$ cat config.mk
export PLATFORM = sky130hd
export DESIGN_NAME = pipeline_stall_ctrl
export DESIGN_NICKNAME = d
export VERILOG_FILES = /design/src/rtl/pipeline_stall_ctrl_pkg.sv /design/src/rtl/pipeline_stall_ctrl_sat_counter.sv /design/src/rtl/pipeline_stall_ctrl.sv
export SDC_FILE = /design/constraint.sdc
export NUM_CORES = 1
export LEC_CHECK = 0
export CELL_PAD_IN_SITES_DETAIL_PLACEMENT = 1
export CELL_PAD_IN_SITES_GLOBAL_PLACEMENT = 2
export CORE_UTILIZATION = 32
export CTS_BUF_LIST = sky130_fd_sc_hd__clkbuf_8
export DETAILED_ROUTE_END_ITERATION = 10
export PLACE_DENSITY = 0.89
export SYNTH_ARGS = -nofsm -noshare
export SYNTH_HDL_FRONTEND = slang
export SYNTH_SLANG_ARGS = --single-unit
$ cat constraint.sdc
create_clock -name clk_i -period 3.1 [get_ports clk_i]
set_input_delay 0.62 -clock clk_i [delete_from_list [all_inputs] [get_ports clk_i]]
set_output_delay 0.62 -clock clk_i [all_outputs]
set_load 0.02 [all_outputs]
$ cat src/rtl/pipeline_stall_ctrl_pkg.sv
// Shared encodings and types for the pipeline stall/flush sequencer.
package pipeline_stall_ctrl_pkg;

    typedef enum logic [1:0] {
        ST_RUN      = 2'd0,
        ST_MEM_WAIT = 2'd1,
        ST_ERROR    = 2'd2
    } state_e;

    localparam logic [4:0] REG_ZERO = 5'd0;

    typedef struct packed {
        logic pc_write;
        logic stall;
        logic noop;
        logic flush;
        logic freeze;
    } ctrl_t;

endpackage

$ cat src/rtl/pipeline_stall_ctrl_sat_counter.sv
// Saturating up-counter; holds at all-ones instead of wrapping.
module sat_counter #(
    parameter int CNT_W = 16
) (
    input  logic             clk_i,
    input  logic             rst_i,
    input  logic             inc_i,
    output logic [CNT_W-1:0] cnt_o
);

    always_ff @(posedge clk_i) begin
        if (rst_i)
            cnt_o <= '0;
        else if (inc_i && (cnt_o != {CNT_W{1'b1}}))
            cnt_o <= cnt_o + CNT_W'(1);
    end

endmodule

$ cat src/rtl/pipeline_stall_ctrl.sv
// Central stall/flush sequencer: merges memory-wait freeze, load-use bubble and branch flush.
module pipeline_stall_ctrl
    import pipeline_stall_ctrl_pkg::*;
#(
    parameter int MEM_TIMEOUT = 64,
    parameter int CNT_W       = 16
) (
    input  logic             clk_i,
    input  logic             rst_i,
    input  logic             MemRead_i,
    input  logic [4:0]       RDaddr_i,
    input  logic [4:0]       RS1addr_i,
    input  logic [4:0]       RS2addr_i,
    input  logic             Branch_i,
    input  logic             DmemReq_i,
    input  logic             DmemAck_i,
    output logic             PCWrite_o,
    output logic             Stall_o,
    output logic             NoOp_o,
    output logic             Flush_o,
    output logic             Freeze_o,
    output logic             Error_o,
    output logic [CNT_W-1:0] StallCnt_o,
    output logic [CNT_W-1:0] LoadUseCnt_o
);

    localparam int              WAIT_W    = $clog2(MEM_TIMEOUT + 1);
    localparam logic [WAIT_W-1:0] WAIT_LAST = WAIT_W'(MEM_TIMEOUT - 1);

    state_e            state_q, state_d;
    logic [WAIT_W-1:0] wait_cnt_q, wait_cnt_d;
    logic              error_q;
    logic              memstall, loaduse;
    ctrl_t             ctrl;

    assign memstall = ((state_q == ST_RUN) && DmemReq_i && !DmemAck_i)
                    || ((state_q == ST_MEM_WAIT) && !DmemAck_i)
                    || (state_q == ST_ERROR);

    // RDaddr_i != x0 also rules out a match on an x0 source operand.
    assign loaduse = MemRead_i && (RDaddr_i != REG_ZERO)
                   && ((RDaddr_i == RS1addr_i) || (RDaddr_i == RS2addr_i));

    always_ff @(posedge clk_i) begin
        if (rst_i) begin
            state_q    <= ST_RUN;
            wait_cnt_q <= '0;
            error_q    <= 1'b0;
        end else begin
            state_q    <= state_d;
            wait_cnt_q <= wait_cnt_d;
            error_q    <= error_q || (state_d == ST_ERROR);
        end
    end

    always_comb begin
        state_d    = state_q;
        wait_cnt_d = wait_cnt_q;
        case (state_q)
            ST_RUN: begin
                if (DmemReq_i && !DmemAck_i) begin
                    state_d    = ST_MEM_WAIT;
                    wait_cnt_d = WAIT_W'(1);
                end
            end
            ST_MEM_WAIT: begin
                if (DmemAck_i) begin
                    state_d    = ST_RUN;
                    wait_cnt_d = '0;
                end else if (wait_cnt_q == WAIT_LAST) begin
                    state_d = ST_ERROR;
                end else begin
                    wait_cnt_d = wait_cnt_q + WAIT_W'(1);
                end
            end
            ST_ERROR: state_d = ST_ERROR;
            default: begin
                state_d    = ST_RUN;
                wait_cnt_d = '0;
            end
        endcase
    end

    // A pending branch is dropped under a stall; it replays or re-resolves next cycle.
    always_comb begin
        ctrl          = '0;
        ctrl.pc_write = 1'b1;
        if (memstall) begin
            ctrl.pc_write = 1'b0;
            ctrl.stall    = 1'b1;
            ctrl.freeze   = 1'b1;
        end else if (loaduse) begin
            ctrl.pc_write = 1'b0;
            ctrl.stall    = 1'b1;
            ctrl.noop     = 1'b1;
        end else if (Branch_i) begin
            ctrl.flush    = 1'b1;
        end
    end

    assign PCWrite_o = ctrl.pc_write;
    assign Stall_o   = ctrl.stall;
    assign NoOp_o    = ctrl.noop;
    assign Flush_o   = ctrl.flush;
    assign Freeze_o  = ctrl.freeze;
    assign Error_o   = error_q;

    sat_counter #(.CNT_W(CNT_W)) u_stall_cnt (
        .clk_i (clk_i),
        .rst_i (rst_i),
        .inc_i (ctrl.stall || ctrl.freeze),
        .cnt_o (StallCnt_o)
    );

    sat_counter #(.CNT_W(CNT_W)) u_loaduse_cnt (
        .clk_i (clk_i),
        .rst_i (rst_i),
        .inc_i (loaduse && !memstall),
        .cnt_o (LoadUseCnt_o)
    );

endmodule

==> flow_metrics.tcl, run 1 <==
set metrics [dict create \
    drc 0 \
    tightest_slew_ns 0.593 \
    start_util_pct 33.1 \
    drive_above_1_share_pct 14.0 \
    cp.required_ns 2.48 \
    final_common_cell "clkdlybuf4s50_1" \
    place_hpwl_um 4640 \
    die_area_um2 7810 \
    clk_pin_slew_ns 0.08 \
    crit_start "RDaddr_i[1]" \
    synth_ff_type "dfxtp_1" \
    clockRootBuffer "clkbuf_8" \
    syn_avg_cell_area_um2 8.80 \
    diodes 0 \
    detail_route.wl_per_cell_um 13.7 \
    cp_slowest_cell "or4_4" \
    fin_util_pct 44.8 \
    track_usage_pct 17.1 \
    yosys-top-cells-area "dfxtp_1, xnor2_1, nor2_1, nand3_1, a21oi_1" \
    grt_setup_unrepaired "no" \
    vias 2199 \
    synth_warnings 0 \
    worst_r2r_path_depth 6 \
    grt_antenna_before_repair 0 \
    ir_worst_vdd_mv 0.166 \
    core_area_um2 7210 \
    maxCapViolations 0 \
    place_ws_ns -0.375 \
    postRouteAntennaNets 0 \
    yosysUniqueCellTypes 58 \
    grt-ovfl-total 0 \
    first_global_vias 2194 \
    dieHeight_um 88.4 \
    dr.pass1.iters 4 \
    leakage_uw 0.00115 \
    cp.arrival_ns 2.41 \
    ys_seq_elements 42 \
    clockBufferDepth 2 \
    final_cell_mix "clkdlybuf4s50_1, dfxtp_1, nor2_1, xnor2_1, nand2_1" \
    cellPowerDensity_nw_per_um2 352 \
    synthArstFlopShare_pct 0 \
    finalHoldViolCount 0 \
    slew_viol_final 0 \
    gp_congestion 0.734 \
    drt-initial-drc-count 76 \
    r2r_start "u_loaduse_cnt.cnt_o[2]" \
    io_pins 59 \
    relSlewSlack_pct 60.1 \
    synth_edf_count 0 \
    setup_violations 0 \
    timing.fmax_mhz 331 \
    holdPathStages 1 \
    clock_skew_ns 0.00490 \
    rows 31 \
    status "complete, no violations" \
    grt_max_degree 27 \
    end_kind "primary output" \
    synth_top_area_cell "dfxtp_1" \
    htree_levels 2 \
    fin_nets 365 \
    viasPerCell 4.99 \
    critPathLaunchType "primary input" \
    syn_inst 271 \
    crit_chain "clkdlybuf4s50_1 > or4_4 > o21a_4 > a21oi_4 > inv_1 > dlygate4sd2_1" \
    fin_ws_ns 0.0743 \
    cts-buffers-inserted 5 \
    synth_nets 295 \
    die_x_um 88.4 \
    hold_path.class "reg -> reg" \
    cts.sinks 42 \
    crit_fanout 4 \
    yosysSeqAreaShare_pct 35.2 \
    rrSetupSlack_ns 0.96 \
    syn_area_um2 2390 \
    period_minus_slack_ns 3.03 \
    worst-setup-path-type "in -> out" \
    port_buffers 58 \
    cts_tree "built" \
    fillers 867 \
    synth_top_area_share_pct 35.2 \
    wl_um 6040 \
    cp_slowest_stage_delay_ns 0.56 \
    grt_first_pass_wirelength_um 10400 \
    insertion_delay_ns 0.30 \
    fin_crit_sh_pct 97.6 \
    area_growth_pct 35.6 \
    min_from "wait_cnt_q[6]" \
]
==> synth_stat cells, drive strengths merged, types with 6 or more instances <==
master	count
nand3	17
nor2	33
o21ai	7
nand2	20
nor3	8
buf	8
xnor2	21
inv	9
a21oi	17
nor4	7
dfxtp	42
or4	8
o31ai	6
==> area by class of cell <==
cell class	count	area (um^2)	area share, %
multi-input combinational	207	1420	44.0
sequential	42	841	26.0
inverter	10	38.8	1.20
clock inverter	3	41.3	1.28
timing repair buffer	75	699	21.6
clock buffer	5	68.8	2.13
tap	99	124	3.83
==> worst paths after layout <==
| check | end |
|---|---|
| setup reg to reg | u_loaduse_cnt.cnt_o[9] |
| hold reg to reg | wait_cnt_q[6] |
| setup / recovery | Stall_o |
| hold / removal | wait_cnt_q[6] |
==> registers in the layout (all words and copies together), names as in the netlist <==
signal / count
u_loaduse_cnt.cnt_o: 16
u_stall_cnt.cnt_o: 16
wait_cnt_q: 7
state_q: 2
Error_o: 1
==> metrics by stage <==
| step | power [uW] | area, um^2 | hold slack [ns] | std cells | setup TNS, ns |
|---|---|---|---|---|---|
| after detailed placement | 717 | 3130 | 0.442 | 433 | -0.984 |
| after floorplan | 647 | 2390 | 0.430 | 271 | 0 |
| after global placement | 712 | 3130 | 0.434 | 433 | -0.683 |
| after global routing | 1190 | 3240 | 0.474 | 441 | 0 |
| final | 1140 | 3240 | 0.463 | 441 | 0 |
| after CTS | 1160 | 3240 | 0.454 | 441 | 0 |
==> logic make-up after synthesis <==
group,count (synthesis),synth area share [%]
compound gates,44,14.7
xor+xnor,26,9.54
fa+ha+maj,3,1.57
buf+inv,22,5.45
flops,42,35.2
mux,7,3.51
simple gates,127,29.9
==> per-layer routing <==
metal	part of all wire (%)	vias up	wire, um	GRT usage, %
met5	0	-	0	0
met4	1.6	0	96	6.16
met3	4.6	7	278	3.92
met2	49	41	2930	29.7
met1	45	1042	2730	20.7
li1	-	1109	-	-
==> critical path, delay by kind of cell <==
family                 cells  cell delay, ns
buffers and inverters      3            0.80
AND/OR/NAND/NOR            1            0.56
AO/OA/AOI/OAI              2            0.42
==> where the power goes <==
group / internal, uW / leakage, uW / switching [uW] / total (uW)
logic: 74.5 / 0.000752 / 76.0 / 151
clock network: 237 / 0.0000556 / 202 / 439
registers: 544 / 0.000339 / 6.01 / 550
==> timing repair <==
item,in CTS,in global routing
gates cloned,0,0
hold buffers,0,0
pin swaps,0,0
endpoints found under the setup margin,4,1
resized for setup,7,1
buffers inserted,0,0
endpoints found under the hold margin,0,0
(Power assumes the default switching activity.)
==> run 2: changes to the inputs <==
--- a/config.mk
+++ b/config.mk
@@ -7,10 +7,11 @@
 export LEC_CHECK = 0
 export CELL_PAD_IN_SITES_DETAIL_PLACEMENT = 1
 export CELL_PAD_IN_SITES_GLOBAL_PLACEMENT = 2
-export CORE_UTILIZATION = 32
+export CORE_UTILIZATION = 30
 export CTS_BUF_LIST = sky130_fd_sc_hd__clkbuf_8
 export DETAILED_ROUTE_END_ITERATION = 10
-export PLACE_DENSITY = 0.89
+export MAX_ROUTING_LAYER = met4
+export PLACE_DENSITY = 0.84
 export SYNTH_ARGS = -nofsm -noshare
 export SYNTH_HDL_FRONTEND = slang
 export SYNTH_SLANG_ARGS = --single-unit
==> run 2 against run 1 <==
Against the previous run: worst setup slack gained 0.071 ns; global-route usage shrank 1.3 points; worst hold slack lost 0.012 ns; sequential power is essentially flat; maximum frequency grew 2.4%; utilization shrank 3.2 points; sequential share of layout area grew 0.13 points; design area shrank 0.50%; clock skew grew 0.0013 ns; wire length shrank 1.5%; clock power is essentially flat; critical path depth is the same.
==> flow_metrics.tcl, run 2 (synthesis results as in run 1) <==
set metrics [dict create \
    fin_tns_setup_ns 0 \
    cellPowerDensity_nw_per_um2 354 \
    gp_congestion 0.732 \
    cts.sinks 42 \
    dieHeight_um 91.2 \
    hold_path.class "reg -> reg" \
    postCtsSetupBuffers 0 \
    cts-buffers-inserted 5 \
    wl_um 5950 \
    critPathTopFamily "buffers and inverters" \
    vias 2214 \
    placed_area_um2 3100 \
    maxCapViolations 0 \
    ir_worst_vdd_mv 0.148 \
    drive_above_1_share_pct 13.0 \
    grt_first_pass_wirelength_um 10500 \
    critPathLaunchType "primary input" \
    start_util_pct 30.9 \
    place_hpwl_um 4370 \
    dr.pass1.iters 4 \
    holdBufCountCts 0 \
    period_minus_slack_ns 2.95 \
    final_common_cell "clkdlybuf4s50_1" \
    diodes 0 \
    grt-ovfl-total 0 \
    viasPerCell 5.03 \
    drc 0 \
    die_x_um 91.2 \
    first_global_vias 2276 \
    die_area_um2 8310 \
    finalHoldViolCount 0 \
    crit_chain "clkdlybuf4s50_1 > or4_4 > o21a_4 > a21oi_4 > and2_1 > clkdlybuf4s15_2" \
    timing.fmax_mhz 338 \
    insertion_delay_ns 0.30 \
    final_cell_mix "clkdlybuf4s50_1, dfxtp_1, nor2_1, xnor2_1, nand2_1" \
    worst-setup-path-type "in -> out" \
    rows 32 \
    grt_setup_unrepaired "no" \
    core_area_um2 7730 \
    biggestRegsByFlops "u_loaduse_cnt.cnt_o (16), u_stall_cnt.cnt_o (16), wait_cnt_q (7)" \
    drt-initial-drc-count 53 \
    dpl.cell_count 432 \
    slew_viol_final 0 \
    grt_max_degree 42 \
    leakage_uw 0.00115 \
    fin_ws_ns 0.146 \
    cp_slowest_cell "or4_4" \
    relSlewSlack_pct 58.5 \
    track_usage_pct 15.8 \
    stdcell_count 440 \
    critPathBufInv 2 \
    clockBufferDepth 2 \
    end_kind "primary output" \
    grt_antenna_before_repair 0 \
    cts_tree "built" \
    clockRootBuffer "clkbuf_8" \
    fin_crit_sh_pct 95.3 \
    setup_violations 0 \
    postRouteAntennaNets 0 \
    area_growth_pct 34.9 \
    status "complete, no violations" \
    crit_fanout 4 \
    cp.arrival_ns 2.33 \
    fin_nets 361 \
    power_uw 1140 \
    detail_route.wl_per_cell_um 13.5 \
    port_buffers 58 \
    cp.required_ns 2.48 \
    io_pins 59 \
    cp_slowest_stage_delay_ns 0.49 \
    place_ws_ns -0.386 \
    tightest_slew_ns 0.622 \
    clock_skew_ns 0.00616 \
    htree_levels 2 \
    final_cell_area_um2 3220 \
    clk_pin_slew_ns 0.09 \
]
==> run 2: cell types whose count changed in the layout (fill, tap and decap cells not counted), sizes merged <==
cell / delta
buf: -5
clkdlybuf4s15: +1
clkdlybuf4s50: -3
dlygate4sd2: +1
dlymetal6s2s: +2
==> run 2: metal layers <==
layer | global-route usage (%) | up-vias | share of wire, %
li1 | - | 1097 | -
met1 | 19.6 | 1069 | 48
met2 | 26.1 | 40 | 47
met3 | 2.93 | 8 | 3.3
met4 | 5.03 | 0 | 1.4
met5 | - | - | 0
==> run 2: worst paths after layout <==
check / slack, ns / start / end / depth (start not counted)
worst max-delay path: 0.15 / RDaddr_i[3] / Flush_o / 6
worst min-delay path: 0.45 / wait_cnt_q[6] / wait_cnt_q[6] / 1
worst max register to register: 0.95 / u_stall_cnt.cnt_o[2] / u_stall_cnt.cnt_o[7] / 5
worst min register to register: 0.45 / wait_cnt_q[6] / wait_cnt_q[6] / 1
==> run 2: layout make-up <==
class | instances | area [um^2]
timing repair buffer | 71 | 679
tap | 102 | 128
clock buffer | 5 | 68.8
sequential | 42 | 841
fill | 902 | 4510
clock inverter | 3 | 41.3
inverter | 10 | 38.8
multi-input combinational | 207 | 1420
==> run 2: where the power goes <==
| group | switching [uW] | total (uW) | internal, uW | leakage, uW |
|---|---|---|---|---|
| logic | 75.5 | 147 | 71.5 | 0.000757 |
| registers | 6.45 | 550 | 544 | 0.000339 |
| clock network | 204 | 441 | 237 | 0.0000556 |
==> run 2: per-stage QoR <==
stage	hold WS [ns]	utilization [%]
2_1_floorplan	0.430	-
3_3_place_gp	0.435	40.1
3_5_place_dp	0.441	40.1
4_1_cts	0.453	41.6
5_1_grt	0.467	41.7
6_report	0.451	41.7
==> run 2: worst reg2reg max path: cells and delay by family (launching register included) <==
family	cells	cell delay, ns
flops	1	0.46
simple gates	4	1.27
mux	1	0.32
==> run 2: what timing repair did <==
action,CTS,global route
gates resized for setup,8,2
setup endpoints to repair,4,4
gates cloned,0,0
